===== src/rtl/apb_rr_arbiter_pkg.sv =====
// Shared types for the round-robin APB arbiter: FSM states, the latched command
// and the wait-counter width helper.
package apb_arb_pkg;

   localparam int APB_MAX_W = 32;

   typedef enum logic [1:0] {
      ST_IDLE,
      ST_SETUP,
      ST_ACCESS
   } apb_arb_state_t;

   // Address and data are held at full APB width and sliced down to the bus widths.
   typedef struct packed {
      logic                 write;
      logic [APB_MAX_W-1:0] addr;
      logic [APB_MAX_W-1:0] wdata;
   } apb_cmd_t;

   // A width of 1 keeps the counter legal when the timeout is disabled.
   function automatic int cnt_width(input int timeout);
      return (timeout > 0) ? $clog2(timeout + 1) : 1;
   endfunction

endpackage


===== src/rtl/apb_rr_arbiter_if.sv =====
// APB completer-side bus: the arbiter is the master, the shared completer the slave.
interface apb_rr_arbiter_if #(
   parameter int ADDR_W = 32,
   parameter int DATA_W = 32
);
   logic              psel_o;
   logic              penable_o;
   logic [ADDR_W-1:0] paddr_o;
   logic              pwrite_o;
   logic [DATA_W-1:0] pwdata_o;
   logic [DATA_W-1:0] prdata_i;
   logic              pready_i;

   modport master (
      output psel_o, penable_o, paddr_o, pwrite_o, pwdata_o,
      input  prdata_i, pready_i
   );

   modport slave (
      input  psel_o, penable_o, paddr_o, pwrite_o, pwdata_o,
      output prdata_i, pready_i
   );
endinterface


===== src/rtl/apb_rr_pick.sv =====
// Combinational round-robin picker: first eligible index after 'last', wrapping.
module apb_rr_pick #(
   parameter int N     = 4,
   parameter int IDX_W = $clog2(N)
) (
   input  logic [N-1:0]     eligible,
   input  logic [IDX_W-1:0] last,
   output logic             valid,
   output logic [IDX_W-1:0] winner
);
   logic [N-1:0][IDX_W-1:0] cand;
   logic [N-1:0]            hit;

   // cand[gi] is the requester at distance gi+1 from the previous owner.
   for (genvar gi = 0; gi < N; gi++) begin : g_off
      assign cand[gi] = IDX_W'((int'(last) + gi + 1) % N);
      assign hit[gi]  = eligible[cand[gi]];
   end

   always_comb begin
      valid  = |eligible;
      winner = '0;
      for (int i = N - 1; i >= 0; i--) begin
         if (hit[i]) winner = cand[i];
      end
   end
endmodule


===== src/rtl/apb_rr_arbiter.sv =====
// Round-robin arbiter sharing one APB completer between NUM_REQ requesters:
// grants one command at a time, runs SETUP/ACCESS, returns data, done and timeout.
module apb_rr_arbiter
   import apb_arb_pkg::*;
#(
   parameter int NUM_REQ = 4,
   parameter int ADDR_W  = 32,
   parameter int DATA_W  = 32,
   parameter int TIMEOUT = 16
) (
   input  logic                            pclk,
   input  logic                            preset_n,
   input  logic [NUM_REQ-1:0]              req_i,
   input  logic [NUM_REQ-1:0]              req_write_i,
   input  logic [NUM_REQ-1:0][ADDR_W-1:0]  req_addr_i,
   input  logic [NUM_REQ-1:0][DATA_W-1:0]  req_wdata_i,
   output logic [NUM_REQ-1:0]              done_o,
   output logic [NUM_REQ-1:0]              err_o,
   output logic [DATA_W-1:0]               rdata_o,
   apb_rr_arbiter_if.master                apb
);
   localparam int IDX_W = $clog2(NUM_REQ);
   localparam int CNT_W = cnt_width(TIMEOUT);
   localparam logic [CNT_W-1:0] TIMEOUT_LAST = (TIMEOUT > 0) ? CNT_W'(TIMEOUT - 1) : '0;

   apb_arb_state_t     state_reg, state_next;
   apb_cmd_t           cmd_reg, cmd_next;
   logic [IDX_W-1:0]   owner_reg, owner_next;
   logic [IDX_W-1:0]   last_reg, last_next;
   logic [CNT_W-1:0]   wait_cnt_reg, wait_cnt_next;
   logic [NUM_REQ-1:0] done_reg, done_next;
   logic [NUM_REQ-1:0] err_reg, err_next;
   logic [DATA_W-1:0]  rdata_reg, rdata_next;

   logic [NUM_REQ-1:0] eligible;
   logic               pick_valid;
   logic [IDX_W-1:0]   pick_idx;
   logic               busy;

   // A requester whose done is pulsing this cycle may still show req high.
   assign eligible = req_i & ~done_reg;

   apb_rr_pick #(
      .N     (NUM_REQ),
      .IDX_W (IDX_W)
   ) u_pick (
      .eligible (eligible),
      .last     (last_reg),
      .valid    (pick_valid),
      .winner   (pick_idx)
   );

   always_ff @(posedge pclk or negedge preset_n) begin
      if (!preset_n) begin
         state_reg    <= ST_IDLE;
         cmd_reg      <= '0;
         owner_reg    <= '0;
         last_reg     <= IDX_W'(NUM_REQ - 1);
         wait_cnt_reg <= '0;
         done_reg     <= '0;
         err_reg      <= '0;
         rdata_reg    <= '0;
      end else begin
         state_reg    <= state_next;
         cmd_reg      <= cmd_next;
         owner_reg    <= owner_next;
         last_reg     <= last_next;
         wait_cnt_reg <= wait_cnt_next;
         done_reg     <= done_next;
         err_reg      <= err_next;
         rdata_reg    <= rdata_next;
      end
   end

   always_comb begin
      state_next    = state_reg;
      cmd_next      = cmd_reg;
      owner_next    = owner_reg;
      last_next     = last_reg;
      wait_cnt_next = wait_cnt_reg;
      done_next     = '0;
      err_next      = '0;
      rdata_next    = rdata_reg;

      case (state_reg)
         ST_IDLE: begin
            if (pick_valid) begin
               owner_next     = pick_idx;
               cmd_next.write = req_write_i[pick_idx];
               cmd_next.addr  = APB_MAX_W'(req_addr_i[pick_idx]);
               cmd_next.wdata = APB_MAX_W'(req_wdata_i[pick_idx]);
               wait_cnt_next  = '0;
               state_next     = ST_SETUP;
            end
         end
         ST_SETUP: begin
            state_next = ST_ACCESS;
         end
         ST_ACCESS: begin
            if (apb.pready_i) begin
               if (!cmd_reg.write) rdata_next = apb.prdata_i;
               done_next[owner_reg] = 1'b1;
               last_next            = owner_reg;
               state_next           = ST_IDLE;
            end else if (TIMEOUT != 0 && wait_cnt_reg == TIMEOUT_LAST) begin
               done_next[owner_reg] = 1'b1;
               err_next[owner_reg]  = 1'b1;
               last_next            = owner_reg;
               state_next           = ST_IDLE;
            end else if (wait_cnt_reg != '1) begin
               wait_cnt_next = wait_cnt_reg + CNT_W'(1);
            end
         end
         default: state_next = ST_IDLE;
      endcase
   end

   // Bus outputs decode straight from the state register so reset clears them at once.
   assign busy          = (state_reg != ST_IDLE);
   assign apb.psel_o    = busy;
   assign apb.penable_o = (state_reg == ST_ACCESS);
   assign apb.pwrite_o  = busy & cmd_reg.write;
   assign apb.paddr_o   = busy ? cmd_reg.addr[ADDR_W-1:0] : '0;
   assign apb.pwdata_o  = busy ? cmd_reg.wdata[DATA_W-1:0] : '0;

   assign done_o  = done_reg;
   assign err_o   = err_reg;
   assign rdata_o = rdata_reg;
endmodule


===== src/flat_wrapper.sv =====
// flat-port wrapper written by rule: the top's interface ports become plain ports
module apb_rr_arbiter_flat import apb_arb_pkg::*;
#(
   parameter int NUM_REQ = 4,
   parameter int ADDR_W  = 32,
   parameter int DATA_W  = 32,
   parameter int TIMEOUT = 16
)
  (pclk, preset_n, req_i, req_write_i, req_addr_i, req_wdata_i, done_o, err_o, rdata_o, apb_psel_o, apb_penable_o, apb_paddr_o, apb_pwrite_o, apb_pwdata_o, apb_prdata_i, apb_pready_i);
  apb_rr_arbiter_if #(.ADDR_W(ADDR_W), .DATA_W(DATA_W)) apb_i ();
  input  logic pclk;
  input  logic preset_n;
  input  logic [NUM_REQ-1:0] req_i;
  input  logic [NUM_REQ-1:0] req_write_i;
  input  logic [NUM_REQ-1:0][ADDR_W-1:0] req_addr_i;
  input  logic [NUM_REQ-1:0][DATA_W-1:0] req_wdata_i;
  output logic [NUM_REQ-1:0] done_o;
  output logic [NUM_REQ-1:0] err_o;
  output logic [DATA_W-1:0] rdata_o;
  output wire logic [$bits(apb_i.psel_o)-1:0] apb_psel_o;
  output wire logic [$bits(apb_i.penable_o)-1:0] apb_penable_o;
  output wire logic [$bits(apb_i.paddr_o)-1:0] apb_paddr_o;
  output wire logic [$bits(apb_i.pwrite_o)-1:0] apb_pwrite_o;
  output wire logic [$bits(apb_i.pwdata_o)-1:0] apb_pwdata_o;
  input wire logic [$bits(apb_i.prdata_i)-1:0] apb_prdata_i;
  input wire logic [$bits(apb_i.pready_i)-1:0] apb_pready_i;
  assign apb_psel_o = apb_i.psel_o;
  assign apb_penable_o = apb_i.penable_o;
  assign apb_paddr_o = apb_i.paddr_o;
  assign apb_pwrite_o = apb_i.pwrite_o;
  assign apb_pwdata_o = apb_i.pwdata_o;
  assign apb_i.prdata_i = apb_prdata_i;
  assign apb_i.pready_i = apb_pready_i;
  apb_rr_arbiter #(.NUM_REQ(NUM_REQ), .ADDR_W(ADDR_W), .DATA_W(DATA_W), .TIMEOUT(TIMEOUT)) u_core (.pclk(pclk), .preset_n(preset_n), .req_i(req_i), .req_write_i(req_write_i), .req_addr_i(req_addr_i), .req_wdata_i(req_wdata_i), .done_o(done_o), .err_o(err_o), .rdata_o(rdata_o), .apb(apb_i));
endmodule

===== config.mk =====
export PLATFORM = sky130hd
export DESIGN_NAME = apb_rr_arbiter_flat
export DESIGN_NICKNAME = d
export VERILOG_FILES = /design/src/rtl/apb_rr_arbiter_pkg.sv /design/src/rtl/apb_rr_arbiter_if.sv /design/src/rtl/apb_rr_pick.sv /design/src/rtl/apb_rr_arbiter.sv /design/src/flat_wrapper.sv
export SDC_FILE = /design/constraint.sdc
export NUM_CORES = 1
export LEC_CHECK = 0
export ABC_CLOCK_PERIOD_IN_PS = 6300
export CORE_AREA = 2 2 157 159
export DETAILED_ROUTE_END_ITERATION = 10
export DIE_AREA = 0 0 159 161
export GPL_ROUTABILITY_DRIVEN = 0
export SYNTH_ARGS = -nofsm -noshare
export SYNTH_HDL_FRONTEND = slang
export SYNTH_SLANG_ARGS = --single-unit
export TNS_END_PERCENT = 100

===== constraint.sdc =====
create_clock -name pclk -period 6.3 [get_ports pclk]
set_clock_uncertainty 0.1 [all_clocks]
set_input_delay 1.26 -clock pclk [delete_from_list [all_inputs] [get_ports pclk]]
set_output_delay 1.26 -clock pclk [all_outputs]
set_load 0.05 [all_outputs]

==> results_dict.tcl <==
set metrics [dict create \
    die-area_mm2 0.0256 \
    synth_top_family_by_area "multiplexers" \
    async_reset_ff_frac 1.00 \
    yosys.area_share.adder 0.00537 \
    fp-row-count 57 \
    syn_area_mm2 0.00699 \
    grt_antenna_before_repair 0 \
    fmax_mhz 246 \
    yosysSeqAreaShare 0.416 \
    cpPeakStageDelay_ns 0.82 \
    synth.distinct_cells 40 \
    power.total_w 0.00612 \
    clockBufferDepth 2 \
    grt_pass1_wl_mm 39.2 \
    wl_per_cell_um 19.0 \
    drc_errors 0 \
    worstSetupPathType "reg2out" \
    clkLatencyLatePin_ns 0.40 \
    max-cap-violations 0 \
    synth-edff-count 0 \
    synth_top_area_frac 0.408 \
    synth-compound-area-share 0.143 \
    cts.clk_slew.worst_paths_ns 0.06 \
    ys_seq_elements 116 \
    required_ns 4.94 \
    synthMuxAreaShare 0.241 \
    largest_reg_flops 65 \
    rsz0062_at_grt "no" \
    first_global_vias 6544 \
    min_path_cells 2 \
    numPortBuffers 405 \
    postSynthNetCount 892 \
    max-slew-margin-rel 0.442 \
    timing.final.max_slew_violations 0 \
    synthSimpleGateAreaFrac 0.127 \
    tightestPinTransition_ns 0.837 \
    irDropWorstVdd_uv 395 \
    n_fill_cell 2267 \
    grtUsageTotal 0.196 \
    ctsHoldBuffers 0 \
    syn-instance-count 590 \
    setup-violations-final 0 \
    viasPerCell 4.68 \
    overflow 0 \
    start_util 0.292 \
    area_delta_synth_final_pct 67.7 \
    core-area_mm2 0.0240 \
    r2r_cells 6 \
    numCtsBuffers 17 \
    critPathMaxFanout 46 \
    drtIter0Drc 199 \
    cts_resized 0 \
    grt_max_degree 84 \
    routed_wl_mm 24.9 \
    vias 6146 \
    arrival_ns 2.71 \
    fin_setup_tns_ns 0 \
    drt_first_pass_iters 6 \
    ios 406 \
    outcome "finished, final reports clean" \
    die_w_um 159 \
    ys_top_cells_by_area "dfrtp_1, mux2i_1, o221ai_2" \
    layout.nets 1278 \
    post_cts_buffers 0 \
    yosys.area.top_type "dfrtp_1" \
    ys.flop_type "dfrtp_1" \
    n_antenna_cell 0 \
    die_y_um 161 \
    final_layout_size_suffix_gt1_frac 0.137 \
    fin_crit_sh 0.646 \
    tritoncts "built" \
    synth_xor_area_frac 0.00251 \
    path_cells "nor2_1, inv_2, buf_4, and2_1, clkdlybuf4s50_1" \
    synth.avg_cell_area_um2 11.8 \
    leakage_nw 4.87 \
    powerDensity_mw_per_mm2 523 \
    layout_min_cycle_time_ns 4.07 \
    dp_hpwl_mm 18.3 \
    crit_path_end_kind "output port" \
    cp_slowest_cell "clkdlybuf4s50_1" \
    holdCritPathClass "reg2reg" \
    cts_max_level 4 \
    start_kind "flip-flop" \
    cts-root-buf "clkbuf_16" \
    cts.sinks 116 \
    finalHoldViolCount 0 \
    synth-warning-count 0 \
    ant_nets 0 \
]
[Yosys cell counts (2+ instances only)]
library cell,number
buf_2,8
o221ai_2,50
buf_4,8
a22o_1,2
o221ai_1,15
xor2_1,2
buf_12,10
a22oi_1,2
o21ai_0,3
dfstp_2,2
bufbuf_8,4
nor2_1,13
and2_1,65
mux2_1,2
ha_1,3
mux2_2,32
mux2i_1,130
clkbuf_1,15
nor2b_1,3
nand2_1,77
nand3b_1,3
nor3_1,2
nand2b_1,7
dfrtp_1,114
inv_1,3
[placed cells by master (no fill, tap or decap), drive strengths merged, types with 2 or more instances in the layout]
cell type	instances
buf	9
nand2b	7
nand3b	3
o221ai	65
xor2	2
nor2b	3
dfrtp	114
and2	65
dfstp	2
nor2	13
inv	12
a22o	2
a22oi	2
o21ai	3
mux2i	130
bufinv	2
clkdlybuf4s50	404
nor3	2
clkbuf	18
nand2	77
ha	3
mux2	34
nor3b	2
clkinvlp	3
[critical path, delay by kind of cell, from the launching register on]
| family | cells | cell delay, ns |
|---|---|---|
| DFF | 1 | 0.37 |
| buffers and inverters | 3 | 1.56 |
| and+or+nand+nor | 2 | 0.35 |
[where the power goes]
part           internal (W)  leakage (nW)  switching [W]
clock network      0.000606         0.287       0.000396
logic               0.00148          3.15        0.00236
registers           0.00110          1.43       0.000185
[kinds of logic (layout without fill, tap and decap cells)]
kind of cell / count (synthesis) / count (layout)
buf+inv: 50 / 449
flops: 116 / 116
xor+xnor: 2 / 2
simple gates: 177 / 177
fa+ha+maj: 3 / 3
compound gates: 78 / 78
mux: 164 / 164
[worst paths after layout]
check / from / endpoint / slack (ns)
setup / recovery: u_core.state_reg[0] / apb_paddr_o[23] / 2.23
hold / removal: u_core.cmd_reg[54] / u_core.cmd_reg[54] / 0.38
setup reg to reg: u_core.last_reg[1] / u_core.cmd_reg[63] / 3.46
hold reg to reg: u_core.cmd_reg[54] / u_core.cmd_reg[54] / 0.38
max in group asynchronous: preset_n / u_core.cmd_reg[63] / 3.94
min in group asynchronous: preset_n / u_core.rdata_o[19] / 0.81
[layer usage]
layer	track usage	routed length, um	vias up
met4	0.0479	363	0
met3	0.0737	2080	19
met1	0.238	10300	2916
li1	-	-	2936
met5	0	0	-
met2	0.330	12200	275
[through the flow]
step                      worst slack, ns  hold WS, ns  instances   util  area [um^2]
after CTS                            2.11        0.382       1313  0.489        11700
after detailed placement             2.21        0.363       1281  0.464        11100
after global routing                 2.05        0.399       1313  0.489        11700
after floorplan                      3.38        0.348        590      -         6990
after global placement               2.25        0.362       1281  0.464        11100
final                                2.23        0.377       1313  0.489        11700
[layout make-up]
type / instances / area, um^2 / area share
multi-input cells: 424 / 3660 / 0.312
flip-flops and latches: 116 / 2910 / 0.248
inverters: 4 / 15.0 / 0.00128
clock buffers: 18 / 439 / 0.0375
repair buffers: 413 / 4120 / 0.352
well taps: 324 / 405 / 0.0346
clock inverters: 14 / 164 / 0.0140
Power figures use the tool's default switching activity.
